### config.mk
export PLATFORM = sky130hd
export DESIGN_NAME = apple1_kbd_arbiter_flat
export DESIGN_NICKNAME = d
export VERILOG_FILES = /design/src/rtl/apple1_kbd_arbiter_pkg.sv /design/src/rtl/apple1_kbd_arbiter_if.sv /design/src/rtl/apple1_kbd_arbiter_kbd_fifo.sv /design/src/rtl/apple1_kbd_arbiter.sv /design/src/flat_wrapper.sv
export SDC_FILE = /design/constraint.sdc
export NUM_CORES = 1
export LEC_CHECK = 0
export BUFFER_PORTS_ARGS = -buffer_cell sky130_fd_sc_hd__buf_2
export CAP_MARGIN = 10
export CELL_PAD_IN_SITES_DETAIL_PLACEMENT = 1
export CELL_PAD_IN_SITES_GLOBAL_PLACEMENT = 1
export CORE_AREA = 2 2 74 76
export CTS_CLUSTER_SIZE = 16
export DETAILED_ROUTE_END_ITERATION = 7
export DIE_AREA = 0 0 76 78
export GPL_TIMING_DRIVEN = 1
export PLACE_DENSITY_LB_ADDON = 0.25
export SLEW_MARGIN = 20
export SYNTH_ARGS = -nofsm -noshare
export SYNTH_HDL_FRONTEND = slang
export SYNTH_HIERARCHICAL = 1
export SYNTH_SLANG_ARGS = --single-unit
### constraint.sdc
create_clock -name clk25 -period 8.4 [get_ports clk25]
set_input_delay 1.68 -clock clk25 [delete_from_list [all_inputs] [get_ports clk25]]
set_output_delay 1.68 -clock clk25 [all_outputs]
set_load 0.02 [all_outputs]
### src/rtl/apple1_kbd_arbiter_pkg.sv
// Shared constants, source encoding and character normalisation for the
// Apple-1 keyboard arbiter.
package apple1_kbd_arbiter_pkg;

    localparam logic [6:0] ASCII_LF = 7'h0A;
    localparam logic [6:0] LC_LO    = 7'h61;
    localparam logic [6:0] LC_HI    = 7'h7A;
    localparam logic [6:0] CASE_OFS = 7'h20;
    localparam int         LEVEL_W  = 5;

    typedef enum logic {
        SRC_UART = 1'b0,
        SRC_PS2  = 1'b1
    } src_e;

    // Apple-1 ASCII is 7-bit; optionally fold lowercase to uppercase.
    function automatic logic [6:0] normalise(input logic [7:0] c, input logic upcase);
        logic [6:0] c7;
        c7 = c[6:0];
        if (upcase && (c7 >= LC_LO) && (c7 <= LC_HI))
            c7 = c7 - CASE_OFS;
        return c7;
    endfunction

endpackage

### src/rtl/apple1_kbd_arbiter_if.sv
// Character-source handshakes and CPU-side keyboard register view.
interface apple1_kbd_arbiter_if;
    logic       uart_valid;
    logic [7:0] uart_data;
    logic       uart_ready;
    logic       ps2_valid;
    logic [7:0] ps2_data;
    logic       ps2_ready;
    logic       ps2_select;
    logic       kbd_rd;
    logic [7:0] kbd_data;
    logic       kbd_ready;
    logic [4:0] fifo_level;
    logic       overrun;

    modport master (
        output uart_valid, uart_data, ps2_valid, ps2_data, ps2_select, kbd_rd,
        input  uart_ready, ps2_ready, kbd_data, kbd_ready, fifo_level, overrun
    );

    modport slave (
        input  uart_valid, uart_data, ps2_valid, ps2_data, ps2_select, kbd_rd,
        output uart_ready, ps2_ready, kbd_data, kbd_ready, fifo_level, overrun
    );
endinterface

### src/rtl/apple1_kbd_arbiter_kbd_fifo.sv
// Small character FIFO with combinational head, occupancy count and
// asynchronous clear of its control state.
module kbd_fifo #(
    parameter int DEPTH   = 4,
    parameter int WIDTH   = 7,
    parameter int LEVEL_W = 5
) (
    input  logic               clk,
    input  logic               rst,
    input  logic               wr_en,
    input  logic [WIDTH-1:0]   wr_data,
    input  logic               rd_en,
    output logic [WIDTH-1:0]   rd_data,
    output logic [LEVEL_W-1:0] level,
    output logic               empty,
    output logic               full
);
    localparam int PTR_W = $clog2(DEPTH);

    logic [WIDTH-1:0] mem [DEPTH];
    logic [PTR_W-1:0] wr_ptr;
    logic [PTR_W-1:0] rd_ptr;

    // Storage is not reset; only pointers and count carry meaning.
    always_ff @(posedge clk) begin
        if (wr_en)
            mem[wr_ptr] <= wr_data;
    end

    always_ff @(posedge clk or posedge rst) begin
        if (rst) begin
            wr_ptr <= '0;
            rd_ptr <= '0;
            level  <= '0;
        end else begin
            if (wr_en)
                wr_ptr <= wr_ptr + 1'b1;
            if (rd_en)
                rd_ptr <= rd_ptr + 1'b1;
            case ({wr_en, rd_en})
                2'b10:   level <= level + 1'b1;
                2'b01:   level <= level - 1'b1;
                default: level <= level;
            endcase
        end
    end

    assign rd_data = mem[rd_ptr];
    assign empty   = (level == '0);
    assign full    = (level == LEVEL_W'(DEPTH));
endmodule

### src/rtl/apple1_kbd_arbiter.sv
// Round-robin merge of UART and PS/2 characters into the Apple-1 KBD/KBDCR
// register pair, with normalisation and a small FIFO in between.
module apple1_kbd_arbiter
    import apple1_kbd_arbiter_pkg::*;
#(
    parameter int FIFO_DEPTH = 4,
    parameter bit UPCASE     = 1'b1
) (
    input  logic                 clk25,
    input  logic                 rst,
    apple1_kbd_arbiter_if.slave  bus
);
    logic               uart_req;
    logic               ps2_req;
    logic               grant_uart;
    logic               grant_ps2;
    logic               accept;
    logic               overrun_set;
    logic               push;
    logic               pop;
    logic [7:0]         byte_in;
    logic [6:0]         char7;
    logic [6:0]         head;
    logic [LEVEL_W-1:0] level;
    logic               full;
    logic               empty;
    src_e               last_grant;
    logic [7:0]         kbd_data_q;
    logic               kbd_ready_q;
    logic               overrun_q;

    always_comb begin
        uart_req    = bus.uart_valid;
        ps2_req     = bus.ps2_valid & bus.ps2_select;
        grant_uart  = uart_req & (~ps2_req | (last_grant == SRC_PS2));
        grant_ps2   = ps2_req & (~uart_req | (last_grant == SRC_UART));
        accept      = (grant_uart | grant_ps2) & ~full;
        overrun_set = (grant_uart | grant_ps2) & full;
        byte_in     = grant_uart ? bus.uart_data : bus.ps2_data;
        char7       = normalise(byte_in, UPCASE);
        // LF completes its handshake but is dropped before the FIFO.
        push        = accept & (char7 != ASCII_LF);
        pop         = ~kbd_ready_q & ~empty;
    end

    kbd_fifo #(
        .DEPTH   (FIFO_DEPTH),
        .WIDTH   (7),
        .LEVEL_W (LEVEL_W)
    ) u_fifo (
        .clk     (clk25),
        .rst     (rst),
        .wr_en   (push),
        .wr_data (char7),
        .rd_en   (pop),
        .rd_data (head),
        .level   (level),
        .empty   (empty),
        .full    (full)
    );

    // Output register: a read clears ready; the next character loads one edge later.
    always_ff @(posedge clk25 or posedge rst) begin
        if (rst) begin
            last_grant  <= SRC_PS2;
            kbd_data_q  <= 8'h80;
            kbd_ready_q <= 1'b0;
            overrun_q   <= 1'b0;
        end else begin
            if (accept)
                last_grant <= grant_uart ? SRC_UART : SRC_PS2;
            if (overrun_set)
                overrun_q <= 1'b1;
            if (pop) begin
                kbd_data_q  <= {1'b1, head};
                kbd_ready_q <= 1'b1;
            end else if (bus.kbd_rd && kbd_ready_q) begin
                kbd_ready_q <= 1'b0;
            end
        end
    end

    assign bus.uart_ready = grant_uart & ~full;
    assign bus.ps2_ready  = grant_ps2 & ~full;
    assign bus.kbd_data   = kbd_data_q;
    assign bus.kbd_ready  = kbd_ready_q;
    assign bus.fifo_level = level;
    assign bus.overrun    = overrun_q;
endmodule

### src/flat_wrapper.sv
// flat-port wrapper written by rule: the top's interface ports become plain ports
module apple1_kbd_arbiter_flat import apple1_kbd_arbiter_pkg::*;
#(
    parameter int FIFO_DEPTH = 4,
    parameter bit UPCASE     = 1'b1
)
  (clk25, rst, bus_uart_valid, bus_uart_data, bus_ps2_valid, bus_ps2_data, bus_ps2_select, bus_kbd_rd, bus_uart_ready, bus_ps2_ready, bus_kbd_data, bus_kbd_ready, bus_fifo_level, bus_overrun);
  apple1_kbd_arbiter_if bus_i ();
  input  logic clk25;
  input  logic rst;
  input wire logic [$bits(bus_i.uart_valid)-1:0] bus_uart_valid;
  input wire logic [$bits(bus_i.uart_data)-1:0] bus_uart_data;
  input wire logic [$bits(bus_i.ps2_valid)-1:0] bus_ps2_valid;
  input wire logic [$bits(bus_i.ps2_data)-1:0] bus_ps2_data;
  input wire logic [$bits(bus_i.ps2_select)-1:0] bus_ps2_select;
  input wire logic [$bits(bus_i.kbd_rd)-1:0] bus_kbd_rd;
  output wire logic [$bits(bus_i.uart_ready)-1:0] bus_uart_ready;
  output wire logic [$bits(bus_i.ps2_ready)-1:0] bus_ps2_ready;
  output wire logic [$bits(bus_i.kbd_data)-1:0] bus_kbd_data;
  output wire logic [$bits(bus_i.kbd_ready)-1:0] bus_kbd_ready;
  output wire logic [$bits(bus_i.fifo_level)-1:0] bus_fifo_level;
  output wire logic [$bits(bus_i.overrun)-1:0] bus_overrun;
  assign bus_i.uart_valid = bus_uart_valid;
  assign bus_i.uart_data = bus_uart_data;
  assign bus_i.ps2_valid = bus_ps2_valid;
  assign bus_i.ps2_data = bus_ps2_data;
  assign bus_i.ps2_select = bus_ps2_select;
  assign bus_i.kbd_rd = bus_kbd_rd;
  assign bus_uart_ready = bus_i.uart_ready;
  assign bus_ps2_ready = bus_i.ps2_ready;
  assign bus_kbd_data = bus_i.kbd_data;
  assign bus_kbd_ready = bus_i.kbd_ready;
  assign bus_fifo_level = bus_i.fifo_level;
  assign bus_overrun = bus_i.overrun;
  apple1_kbd_arbiter #(.FIFO_DEPTH(FIFO_DEPTH), .UPCASE(UPCASE)) u_core (.clk25(clk25), .rst(rst), .bus(bus_i));
endmodule
==> impl_metrics.tcl <==
set metrics [dict create \
    place.port_buffers 35 \
    tritoncts "done" \
    worst-slew-pin-transition_ns 0.945 \
    crit_chain "buf_2 > nand3b_1 > nand2_1 > mux2_2 > ha_1 > o311a_2 > o311a_4 > o311a_1 > inv_1 > ha_1 > xor2_1 > ha_1 > or4_4 > o22ai_2 > a31oi_1 > xnor2_1" \
    cts_hold_repair.buffers 0 \
    cp.buffers_inverters 2 \
    drcViolationCount 0 \
    placement.setup.worst_slack_ns 2.50 \
    reg2reg_setup_slack_ns 3.80 \
    grt_first_pass_wirelength_mm 8.29 \
    grt_setup_unrepaired "no" \
    area.growth.synth_to_final_pct 13.2 \
    detail_route.wirelength_mm 5.11 \
    min_period_ns 5.60 \
    rr_endpoint "u_core/u_fifo/level[4]" \
    post_synth_top_area_cell "sky130_fd_sc_hd__edfxtp_1" \
    post-cts-setup-buffers 0 \
    netlist.area_leader.share_pct 34.7 \
    max-clock-path-buffers 2 \
    cts-buffers-inserted 5 \
    timing.hold.ws_ns 0.493 \
    synth_async_sr_flop_share_pct 40.4 \
    hp-start "u_core/bus.overrun" \
    gpl.final_weighted_congestion 0.757 \
    pin_count 39 \
    final_critical_path_setup_slack_ns 2.80 \
    critical-path-max-stage-delay_ns 0.47 \
    setup_viol_count_final 0 \
    dominantRegCellSynth "sky130_fd_sc_hd__edfxtp_1" \
    maxSlewViolCount 0 \
    hold_path_class "register to register" \
    cts_max_level 2 \
    initial_utilization_pct 48.0 \
    path_delay_family "compound AO/OA/AOI/OAI gates" \
    edff_count_synth 28 \
    reg2reg_depth 15 \
    detailedRoute.firstIterationViolations 74 \
    clock_tree.root_cell "sky130_fd_sc_hd__clkbuf_8" \
    kind_of_start_point_of_the_critical_path "input pin" \
    clkTransAtPathRegs_ns 0.08 \
    layout.cells.most_common_list "35 x sky130_fd_sc_hd__buf_2, 28 x sky130_fd_sc_hd__edfxtp_1, 18 x sky130_fd_sc_hd__dfrtp_1, 15 x sky130_fd_sc_hd__mux2_2, 10 x sky130_fd_sc_hd__nor2_1" \
    finalInstanceArea_um2 2740 \
    clock_latency_ns 0.30 \
    drt_first_pass_iters 4 \
    syn-num-nets 210 \
    design.die.area_um2 5930 \
    fp.coreArea_um2 5040 \
    reg2reg_from "u_core/last_grant" \
    synth.distinct_cells 48 \
    dieHeight_um 78 \
    dpl.hpwl_mm 3.90 \
    final_core_utilization_pct 54.3 \
    status "finished, final reports clean" \
    worstSetupPathType "input pin to register" \
    row_count 26 \
    mostFrequentLayoutCell "sky130_fd_sc_hd__buf_2" \
    cts_num_sinks 47 \
    fin_worst_skew_ns 0.0111 \
    grt_antenna_before_repair 0 \
    n_fill_cell 534 \
    drtAntennaViolNets 0 \
    fmax_mhz 179 \
    routed-via-count 1576 \
    grt_pass1_vias 1661 \
    placement.cell_area_um2 2630 \
    min_period_over_period_pct 66.7 \
    mappedNetlistArea_um2 2420 \
    grt-ovfl-total 0 \
    critPathArrivalTime_ns 5.78 \
    grt_util_all_layers_pct 18.3 \
    num_antenna_cells 0 \
    synthCells 179 \
    p_per_area_nw_per_um2 331 \
    hold-path-endpoint "u_core/bus.overrun" \
    timing.max_slew.rel_slack_pct 36.8 \
    layout.nets 244 \
    yosys_warnings 6 \
    required_ns 8.58 \
    timing.hold.worst_path_depth 1 \
    crit_path_end_kind "register" \
    fin_cells 284 \
    total_power_uw 908 \
    timing_hold_violations_final 0 \
    cells_taking_the_most_area_after_synthesis "sky130_fd_sc_hd__edfxtp_1 35%, sky130_fd_sc_hd__dfrtp_1 19%, sky130_fd_sc_hd__mux2_2 7.0%, sky130_fd_sc_hd__mux4_2 6.5%, sky130_fd_sc_hd__ha_1 4.7%" \
    syn_area_per_cell_um2 13.5 \
    wire_per_inst_um 18.0 \
    synth_seq_area_share_pct 54.4 \
    die_w_um 76 \
    cts_resized 0 \
    final_layout_size_suffix_gt1_share_pct 33.2 \
    viasPerCell 5.55 \
    fin_setup_tns_ns 0 \
    power.ir.vdd_worst_mv 0.109 \
    max_cap_violations 0 \
    timing.critical_path.mode_cell "sky130_fd_sc_hd__ha_1" \
    synth-seq-cells 47 \
    numPlacedInstances 276 \
    critical_path.slowest_cell "sky130_fd_sc_hd__nand2_1" \
    cellLeakagePower_nw 1.08 \
    cp_max_fo 13 \
    grt_max_degree 16 \
]
-- layout make-up --
| type | instances | area [um^2] | area share [%] |
|---|---|---|---|
| clock buffers | 6 | 72.6 | 2.65 |
| flip-flops and latches | 47 | 1320 | 48.1 |
| repair buffers | 35 | 175 | 6.39 |
| multi-input cells | 116 | 1020 | 37.2 |
| inverters | 8 | 30.0 | 1.10 |
| well taps | 70 | 87.6 | 3.20 |
| clock inverters | 2 | 37.5 | 1.37 |
-- report_power, final --
group	switching, mW	internal [mW]
registers	0.0667	0.334
clock network	0.0746	0.0888
logic	0.184	0.160
-- cell usage after synthesis (3+ instances only) --
library cell / n
sky130_fd_sc_hd__nand4_1: 3
sky130_fd_sc_hd__dfrtp_1: 18
sky130_fd_sc_hd__nor2_1: 10
sky130_fd_sc_hd__mux2i_1: 3
sky130_fd_sc_hd__inv_1: 8
sky130_fd_sc_hd__buf_2: 4
sky130_fd_sc_hd__nand2_1: 9
sky130_fd_sc_hd__ha_1: 9
sky130_fd_sc_hd__nand2b_1: 5
sky130_fd_sc_hd__xor2_1: 6
sky130_fd_sc_hd__nand3_1: 5
sky130_fd_sc_hd__mux4_2: 7
sky130_fd_sc_hd__edfxtp_1: 28
sky130_fd_sc_hd__and2_1: 5
sky130_fd_sc_hd__a21oi_1: 4
sky130_fd_sc_hd__mux2_2: 15
sky130_fd_sc_hd__o21ai_0: 3
sky130_fd_sc_hd__xnor2_1: 3
-- sequential cells by signal, summed over array words and instances, names as in the netlist --
name                  count
u_core/u_fifo/wr_ptr      2
u_core/bus.kbd_data       7
u_core/last_grant         1
u_core/u_fifo/level       5
u_core/u_fifo/mem        28
u_core/u_fifo/rd_ptr      2
u_core/bus.overrun        1
u_core/bus.kbd_ready      1
-- cells by family after synthesis --
kind of cell | synth area share (%)
DFF | 54.4
buffers and inverters | 3.46
other | 0.155
muxes | 15.3
and+or+nand+nor | 10.9
xor gates and xnor gates | 3.26
adders and majority gates | 4.65
AOI/OAI and AO/OA | 7.80
-- metal layers --
metal	routed length (um)	global-route usage, %
met2	2600	34.0
met4	52	5.45
met3	225	3.84
met1	2230	21.3
met5	0	0
-- worst max-delay path by stage --
stage / start / endpoint / cells after the start
final: bus_ps2_valid / u_core/u_fifo/level[4] / 16
after global routing: bus_ps2_valid / u_core/u_fifo/level[4] / 16
after CTS: bus_ps2_valid / u_core/u_fifo/level[4] / 16
after detailed placement: bus_ps2_valid / u_core/u_fifo/level[4] / 16
after global placement: bus_ps2_valid / u_core/u_fifo/level[4] / 16
after floorplan: bus_ps2_valid / u_core/u_fifo/level[4] / 17
Note: power is estimated with default switching activity, not from simulation.
